[config.mk]
export PLATFORM = sky130hd
export DESIGN_NAME = demux_stream_reg
export DESIGN_NICKNAME = d
export VERILOG_FILES = /design/src/rtl/demux_pkg.sv /design/src/rtl/demux_slot.sv /design/src/rtl/demux_stream_reg.sv
export SDC_FILE = /design/constraint.sdc
export NUM_CORES = 1
export LEC_CHECK = 0
export ABC_AREA = 1
export CAP_MARGIN = 20
export CORE_AREA = 3 3 101 103
export DETAILED_ROUTE_END_ITERATION = 10
export DIE_AREA = 0 0 104 106
export PLACE_DENSITY = 0.67
export SLEW_MARGIN = 25
export SYNTH_ARGS = -nofsm -noshare
export SYNTH_HDL_FRONTEND = slang
export SYNTH_SLANG_ARGS = --single-unit
[constraint.sdc]
create_clock -name clk -period 4.4 [get_ports clk]
set_clock_uncertainty 0.05 [all_clocks]
set_input_delay 0.88 -clock clk [delete_from_list [all_inputs] [get_ports clk]]
set_output_delay 0.88 -clock clk [all_outputs]
set_load 0.01 [all_outputs]
[src/rtl/demux_pkg.sv]
// Shared definitions for the registered stream demultiplexer: lane state encoding,
// the lane-count ceiling and the select-width helper.
package demux_pkg;

    localparam int DEMUX_MAX_LANES = 32;

    typedef enum logic {
        LANE_EMPTY = 1'b0,
        LANE_FULL  = 1'b1
    } lane_state_e;

    function automatic int sel_width(input int n);
        return (n <= 2) ? 1 : $clog2(n);
    endfunction

endpackage

[src/rtl/demux_slot.sv]
// One output lane: a single-entry holding register with valid/ready drain and
// optional zero gating of the data while the lane is empty.
module demux_slot
    import demux_pkg::*;
#(
    parameter int DATA_W    = 8,
    parameter bit ZERO_IDLE = 1'b1
) (
    input  logic              clk,
    input  logic              rst_n,
    input  logic              load,
    input  logic [DATA_W-1:0] d,
    input  logic              ready,
    output logic [DATA_W-1:0] q,
    output logic              valid
);

    lane_state_e       state_reg;
    lane_state_e       state_next;
    logic [DATA_W-1:0] data_reg;

    always_ff @(posedge clk or negedge rst_n) begin
        if (!rst_n) begin
            state_reg <= LANE_EMPTY;
        end else begin
            state_reg <= state_next;
        end
    end

    // load is only raised when the lane is empty or draining, so a stalled word never changes
    always_ff @(posedge clk or negedge rst_n) begin
        if (!rst_n) begin
            data_reg <= '0;
        end else if (load) begin
            data_reg <= d;
        end
    end

    always_comb begin
        state_next = state_reg;
        case (state_reg)
            LANE_EMPTY: if (load)           state_next = LANE_FULL;
            LANE_FULL:  if (!load && ready) state_next = LANE_EMPTY;
            default:                        state_next = LANE_EMPTY;
        endcase
    end

    assign valid = (state_reg == LANE_FULL);
    assign q     = (ZERO_IDLE && !valid) ? '0 : data_reg;

endmodule

[src/rtl/demux_stream_reg.sv]
// Registered 1-to-N stream demultiplexer: routes a word to lane s under valid/ready,
// drops out-of-range selects with a one-cycle err pulse.
module demux_stream_reg
    import demux_pkg::*;
#(
    parameter int N         = 8,
    parameter int DATA_W    = 8,
    parameter int SEL_W     = sel_width(N),
    parameter int ZERO_IDLE = 1
) (
    input  logic                clk,
    input  logic                rst_n,
    input  logic                en,
    input  logic [DATA_W-1:0]   a,
    input  logic                a_valid,
    output logic                a_ready,
    input  logic [SEL_W-1:0]    s,
    output logic [N*DATA_W-1:0] y,
    output logic [N-1:0]        y_valid,
    input  logic [N-1:0]        y_ready,
    output logic                err,
    output logic                busy
);

    localparam int SEL_SPAN = 1 << SEL_W;

    logic [N-1:0]        lane_free;
    logic [N-1:0]        load_vec;
    logic [SEL_SPAN-1:0] free_ext;
    logic                sel_oob;
    logic                xfer;
    logic                err_reg;

    assign sel_oob   = (int'(s) >= N);
    assign lane_free = ~y_valid | y_ready;

    // Pad the free vector to the full select range so s can index it without bounds issues
    always_comb begin
        free_ext          = '0;
        free_ext[N-1:0]   = lane_free;
    end

    assign a_ready = en & (sel_oob | free_ext[s]);
    assign xfer    = a_valid & a_ready;

    always_comb begin
        load_vec = '0;
        for (int i = 0; i < N; i++) begin
            load_vec[i] = xfer && (int'(s) == i);
        end
    end

    always_ff @(posedge clk or negedge rst_n) begin
        if (!rst_n) begin
            err_reg <= 1'b0;
        end else begin
            err_reg <= xfer & sel_oob;
        end
    end

    generate
        for (genvar gi = 0; gi < N; gi++) begin : g_lane
            demux_slot #(
                .DATA_W    (DATA_W),
                .ZERO_IDLE (ZERO_IDLE != 0)
            ) u_slot (
                .clk   (clk),
                .rst_n (rst_n),
                .load  (load_vec[gi]),
                .d     (a),
                .ready (y_ready[gi]),
                .q     (y[gi*DATA_W +: DATA_W]),
                .valid (y_valid[gi])
            );
        end
    endgenerate

    assign err  = err_reg;
    assign busy = |y_valid;

endmodule
# --- Yosys cells after proc, flatten, opt, wreduce, memory -nomap -nowiden ---
# Index checks and enable logic that the tools add are counted.
op_classes:
  order_cmp: 1
  n_eq_ne: 7
  mux: 34
  bitwise_logic: 12
  reduce_logical: 26
op_table:
  columns: ["operator", "count"]
  rows:
  - ["8-bit 2-to-1 mux", 8]
  - ["1-bit 2-to-1 mux", 17]
  - ["1-bit logical AND", 16]
  - ["1-bit case mux with 2 select lines", 8]
  - ["3-bit equality test (second input constant)", 4]
  - ["1-bit zero test", 8]
  - ["1-bit NOT", 8]
  - ["8-bit NOT", 1]
  - ["8-bit bitwise OR", 1]
  - ["8-bit OR reduction", 1]
  - ["3-bit by 2-bit equality test with 1-bit output (second input constant)", 2]
  - ["3-bit by 4-bit < comparator with 1-bit output (second input constant)", 1]
  - ["1-bit binary-select mux with 3-bit select", 1]
  - ["3-bit by 1-bit equality test with 1-bit output (second input constant)", 1]
  - ["3-bit zero test", 1]
  - ["1-bit AND", 2]
word_totals:
  regBits: 72
  out_inout_bits: 75
  word_cells: 96

# --- Depth between registers and ports, before layout ---
# Gate-level depths: netlist of run 1.
logic_depth:
  ltp_word: 11
  depth_mapped: 12

# --- Hierarchy ---
# From an unflattened synthesis of run 1, not the netlist that was laid out.
hier_totals:
  cells_unflattened: 506
  hier_area_um2: 3533.4
by_module_without_submodules:
  columns: ["mod", "instances", "cells_per_inst", "area_each_um2", "seq_area_each_um2"]
  rows:
  - ["demux_slot", 8, 55, 406.6, 225.2]
  - ["demux_stream_reg", 1, 66, 280.3, 0.0]

# --- Worst setup path after synthesis of run 1 ---
# OpenSTA, ideal clock, no wires.
synth_path:
  kind: "input to output"
  start: "input port s[0]"
  end: "output port a_ready"
  arrival_ns: 1.620
  t_required_ns: 3.470
  setup_slack_ns: 1.850
  cell_stages: 7
  n_path_buf: 1
  cell_sequence: "inv_1 nand2_1 o21ai_0 nor2_1 nor2_1 nor2_1 buf_2"
synth_between:
  elab_chain_len: 3
synth_lines:
  columns: ["item", "line", "rtl"]
  rows:
  - ["start, declared", "demux_stream_reg.sv:17", "input logic [SEL_W-1:0] s,"]
  - ["1-bit binary-select mux with 3-bit select", "demux_stream_reg.sv:43", "assign a_ready = en & (sel_oob | free_ext[s]);"]
  - ["1-bit 2-to-1 mux (implied by the code)", "demux_stream_reg.sv:43", null]
  - ["1-bit AND", "demux_stream_reg.sv:43", null]
  - ["end, declared", "demux_stream_reg.sv:16", "output logic a_ready,"]
# No other way between the ends. The select of a mux whose other input is x is not followed.

# --- Final worst setup path of run 1 ---
layout_path:
  start: "input port s[1]"
  end: "output port a_ready"
# Same word-level chain as after synthesis.

==> run metrics, run 1 <==
# DRC 0; critical path capture point a_ready; r2r setup slk 2.24 ns; critical path startpoint s[1]; H-tree depth 3; met1 GRT Util 0.273; final net count 597; total chip power 0.00161 W; ordered list of cells on the worst path clkdlybuf4s50_1 -> inv_1 -> nand2_1 -> nor2_1 -> nor2_1 -> nand2_1 -> nand2_1 -> nand2_1 -> nor2_4 -> clkdlybuf4s50_1; top cell type's share of synthesized area 0.480; met3 track demand over resource 0.0316; maximum clock rate 272 MHz; peak supply drop 0.130 mV; Worst Path Buf+Inv 3; Clk pin slew, worst setup/hold paths 0.07 ns; global-route wire length before repair 17000 um; Hold Fails Final Rpt 0; Post-Syn Area 3750 sq um; area of the multi-input gates 1450 sq um; top post-synthesis cells by count nand2_1, inv_1, dfrtp_1; Via Count 3513; syn nets 528; Core ar. 9280 sq um; EDFF count, synth 0; CP Capture Type output port; Netlist cell types 17; CTS tree yes; actual slew at the worst max-slew pin 0.820 ns; root buf cell clkbuf_8; RSZ-0062 raised after global routing no; post-CTS setup buffer count 0; Arrival @ worst endpoint 2.74 ns; DP HPWL 7030 um; vias in the first global route 3395; Syn Inst Count 505; prevailing post-synth register cell dfrtp_1; Max-slew headroom 0.453; Synth area leader dfrtp_1; Worst path most repeated cell nand2_1; FF-to-FF End g_lane[6].u_slot.data_reg[0]; max_cap viols 0; Port Buf Inserts 96; routability-driven placement congestion ratio 0.865; 1st-iter DRT viols 195; share of post-route cells with drive strength above 1 0.0485; slowest library cell on the worst path clkdlybuf4s50_1; pre-CTS WS 0.755 ns; PD cells 332 nW/um^2; top cells by area, synth dfrtp_1, nand2_1, nand4_1; total CTS buffers 9; Initial Util 0.404; Design Area, Final 4850 sq um; # diodes 0; Seq/Total Area, Yosys 0.480; Top Usage Layer GRT met2; wire length per cell 14.5 um; kind of critical path in2out; CP max FO 5; drt total wl 10200 um; placed inst area 4670 sq um; depth of the most critical reg-to-reg path 10; flip-flop count of the largest register after layout 64; Layout fillers 960; via/cell ratio 4.98; Final Cycle Share 0.834; Reg2Reg Launch Point g_lane[6].u_slot.valid; Synth Register Bits 72; Syn Area/Cell 7.43 sq um; status complete, no violations; max incr delay on CP 0.57 ns; min cycle time layout 3.67 ns; post-cts resize count 0; Synth Warn # 0; worst-skew pair later-pin latency 0.34 ns; ANT nets after route 0; most frequent cell after synthesis nand2_1; synthesis-to-layout area growth 29.3%; I/O pin count 98; DR pass1 iterations 4; initial antenna violation count 0; CP Depth 10; grt met2 use 0.287; Hold Crit Class reg2reg; Die Wd 104 um; Async SR Flop Fraction 1.00; clock tree buffer depth 2; CP delay by family, top buffers and inverters; post-layout util 0.522; largest net degree at the start of global routing 65; Static Leak 2.76 nW; die area 11000 sq um; post-route setup TNS 0 ns; cts hold-fix bufs 0; Crit path required time 3.47 ns; Pins Over Slew Limit 0; Register Area 1800 sq um; final worst setup slack 0.730 ns; Die Span Y 106 um; # clock sinks 72; final setup vio count 0; Core Rows 35; Tot GR Track Use 0.191; Startpoint Class input pin; grt ovf 0
[layout make-up]
type                            count  share of cell area
Multi-Input combinational cell    316               0.299
Sequential cell                    72               0.372
Timing Repair Buffer               99               0.201
Inverter                           76              0.0588
Tap cell                          129              0.0333
Clock buffer                       14              0.0356
[placed cells by master, fill, tap and decap left out, drive strengths merged]
cell,instances
inv,75
a21oi,1
clkbuf,14
clkinv,1
dfrtp,72
buf,5
nand2,214
conb,1
nor4,2
nor2,21
nand4,72
clkdlybuf4s50,94
o21ai,5
[where the power goes]
part | total [W] | switching, W | internal [W] | leakage (nW)
clock network | 0.000470 | 0.000224 | 0.000246 | 0.0886
logic | 0.000267 | 0.000158 | 0.000109 | 1.75
registers | 0.000872 | 0.0000817 | 0.000791 | 0.924
[worst min-delay path: stages, from the launching register on]
cell	delay (ns)
dfrtp_1	0.34
nand2_1	0.05
nand2_1	0.04
[through the flow]
step	instances	hold WS, ns
2_1_floorplan	505	0.392
3_3_place_gp	692	0.404
3_5_place_dp	692	0.409
4_1_cts	706	0.427
5_1_grt	706	0.447
6_report	706	0.421
[routing by layer]
metal  share of wire  up-vias
li1                -     1706
met1            0.47     1643
met2            0.44      143
met3           0.073       21
met4           0.022        0
met5               0        -
[cells by family after synthesis]
kind of cell    synth area share
other cells              0.00100
buf+inv                    0.135
compound gates            0.0120
simple gates               0.372
flops                      0.480
[how the worst min path moves through the flow]
stage                                            start                            to  depth (start not counted)
after floorplan           g_lane[0].u_slot.data_reg[1]  g_lane[0].u_slot.data_reg[1]                          2
after global placement    g_lane[5].u_slot.data_reg[2]  g_lane[5].u_slot.data_reg[2]                          2
after detailed placement  g_lane[4].u_slot.data_reg[5]  g_lane[4].u_slot.data_reg[5]                          2
after CTS                 g_lane[4].u_slot.data_reg[5]  g_lane[4].u_slot.data_reg[5]                          2
after global routing      g_lane[0].u_slot.data_reg[7]  g_lane[0].u_slot.data_reg[7]                          2
final                     g_lane[0].u_slot.data_reg[3]  g_lane[0].u_slot.data_reg[3]                          2
Note: power is estimated with default switching activity, not from simulation.
==> run 2, diff against run 1 <==
--- a/config.mk
+++ b/config.mk
@@ -10,7 +10,7 @@
 export CORE_AREA = 3 3 101 103
 export DETAILED_ROUTE_END_ITERATION = 10
 export DIE_AREA = 0 0 104 106
-export PLACE_DENSITY = 0.67
+export PLACE_DENSITY = 0.7
 export SLEW_MARGIN = 25
 export SYNTH_ARGS = -nofsm -noshare
 export SYNTH_HDL_FRONTEND = slang
==> constraint.sdc (replaced) <==
create_clock -name clk -period 3.1 [get_ports clk]
set_clock_uncertainty 0.05 [all_clocks]
set_input_delay 0.62 -clock clk [delete_from_list [all_inputs] [get_ports clk]]
set_output_delay 0.62 -clock clk [all_outputs]
set_load 0.01 [all_outputs]
==> run 2 against run 1 <==
Against the previous run: register-to-register slack worse by 1.4 ns; power increased by 69%; sequential share of layout area decreased by 1.8 points; combinational power increased by 48%; count of clock-buffer cells in the layout is 3 lower; wire length increased by 1.8%; first-iteration DRC count rose by 81%; largest power group unchanged.
==> run metrics, run 2 (synthesis results as in run 1) <==
CP Capture Type output port (unchanged); Static Leak 2.91 nW (was 2.76 nW); Hold Crit Class in2async (was reg2reg); RSZ-0062 raised after global routing no (unchanged); peak supply drop 0.324 mV (was 0.130 mV); total CTS buffers 9 (unchanged); critical path startpoint y_ready[7] (was s[1]); area of the multi-input gates 1450 sq um (unchanged); FF-to-FF End g_lane[7].u_slot.data_reg[6] (was g_lane[6].u_slot.data_reg[0]); CP max FO 2 (was 5); final setup vio count 0 (unchanged); largest net degree at the start of global routing 65 (unchanged); Via Count 3561 (was 3513); drt total wl 10400 um (was 10200 um); post-route setup TNS 0 ns (unchanged); DP HPWL 7160 um (was 7030 um); Pins Over Slew Limit 0 (unchanged); Register Area 1800 sq um (unchanged); die area 11000 sq um (unchanged); 1st-iter DRT viols 353 (was 195); vias in the first global route 3385 (was 3395); clock tree buffer depth 2 (unchanged); CTS tree yes (unchanged); flip-flop count of the largest register after layout 64 (unchanged); Tot GR Track Use 0.191 (about the same); status complete, no violations (unchanged); Die Span Y 106 um (unchanged); actual slew at the worst max-slew pin 0.828 ns (was 0.820 ns); depth of the most critical reg-to-reg path 10 (unchanged); Initial Util 0.404 (unchanged); # diodes 0 (unchanged); worst-skew pair later-pin latency 0.34 ns (about the same); share of post-route cells with drive strength above 1 0.0776 (was 0.0485); min cycle time layout 2.95 ns; # clock sinks 72 (unchanged); PD cells 534 nW/um^2 (was 332 nW/um^2); most frequent cells in the layout nand2_1, clkdlybuf4s50_1, inv_1 (unchanged); Final Cycle Share 0.951; final net count 611 (was 597); ordered list of cells on the worst path clkdlybuf4s50_1 -> inv_1 -> nand2_1 -> nor2_1 -> nor2_1 -> nand2_1 -> nand2_1 -> nand2_1 -> nor2_4 -> clkdlybuf4s50_1 (unchanged); synthesis-to-layout area growth 35.9% (was 29.3%); post-CTS setup buffer count 0 (unchanged); Hold Slack 0.321 ns (was 0.421 ns); Reg2Reg Launch Point g_lane[0].u_slot.valid (was g_lane[6].u_slot.valid); Startpoint Class input pin (unchanged); Clk pin slew, worst setup/hold paths 0.07 ns (about the same); # DRC 0 (unchanged); Die Wd 104 um (unchanged); ANT nets after route 0 (unchanged); DR pass1 iterations 5 (was 4); Hold Fails Final Rpt 0 (unchanged); max incr delay on CP 0.55 ns (was 0.57 ns); H-tree depth 3 (unchanged); r2r setup slk 0.89 ns (was 2.24 ns); kind of critical path in2out (unchanged); Arrival @ worst endpoint 2.28 ns (was 2.74 ns); Crit path required time 2.43 ns (was 3.47 ns); wire length per cell 14.4 um (was 14.5 um); max_cap viols 0 (unchanged); most common cell after layout, fill and taps aside nand2_1 (unchanged); initial antenna violation count 0 (unchanged); routability-driven placement congestion ratio 0.903 (was 0.865); root buf cell clkbuf_8 (unchanged); Port Buf Inserts 96 (unchanged); global-route wire length before repair 17000 um (about the same); I/O pin count 98 (unchanged); maximum clock rate 339 MHz; Worst path most repeated cell nand2_1 (unchanged); slowest library cell on the worst path clkdlybuf4s50_1 (unchanged); Core Rows 35 (unchanged); Core ar. 9280 sq um (unchanged); grt ovf 0 (unchanged); Max-slew headroom 0.448 (was 0.453); via/cell ratio 4.93 (was 4.98); Layout fillers 870 (was 960)
-- run 2: cell count changes in the layout (fill, tap and decap cells not counted), sizes merged --
cell           delta
buf              +14
bufinv            +5
clkbuf            -3
clkdlybuf4s50     -2
dlymetal6s2s      +2
-- run 2: worst max path at each step --
stage                          to  slack, ns  cells after the start
final                     a_ready       0.15                     10
after global routing      a_ready       0.03                      8
after floorplan           a_ready       1.07                      7
after CTS                 a_ready       0.02                     10
after detailed placement  a_ready       0.02                      8
after global placement    a_ready       0.05                     10
-- run 2: routing by layer --
metal  global-route usage  part of all wire  vias to the layer above
li1                     -                 -                     1735
met5                    0                 0                        -
met4               0.0636             0.019                        0
met1                0.269              0.46                     1647
met2                0.293              0.44                      163
met3               0.0401             0.075                       16
-- run 2: area by class of cell --
class                      instances  share of cell area
inverter                          76              0.0560
multi-input combinational        316               0.285
clock buffer                      11              0.0297
clock inverter                     5              0.0295
timing repair buffer             113               0.215
sequential                        72               0.353
tap                              129              0.0317
-- run 2: what timing repair did --
action / 4_1_cts / 5_1_grt
endpoints found under the setup margin: 0 / 1
resized for setup: 0 / 2
endpoints found under the hold margin: 0 / 0
hold buffers: 0 / 0
-- run 2: metrics by stage --
| step | area [sq um] | worst slack, ns | util | power [W] | cells |
|---|---|---|---|---|---|
| after floorplan | 3750 | 1.07 | - | 0.00146 | 505 |
| after global placement | 4790 | 0.0505 | 0.516 | 0.00163 | 706 |
| after detailed placement | 4790 | 0.0194 | 0.516 | 0.00165 | 706 |
| after CTS | 5090 | 0.0161 | 0.549 | 0.00273 | 722 |
| after global routing | 5100 | 0.0336 | 0.549 | 0.00285 | 722 |
| final | 5100 | 0.151 | 0.549 | 0.00272 | 722 |
-- run 2: worst max-delay path: cells and delay by family --
| family | cells | cell delay (ns) |
|---|---|---|
| simple gates | 7 | 0.61 |
| buf+inv | 3 | 1.05 |
-- run 2: power breakdown --
group	internal, W	leakage, nW	switching (W)
clock	0.000742	0.150	0.000349
combinational	0.000164	1.84	0.000230
sequential	0.00112	0.924	0.000117
total	0.00203	2.91	0.000696
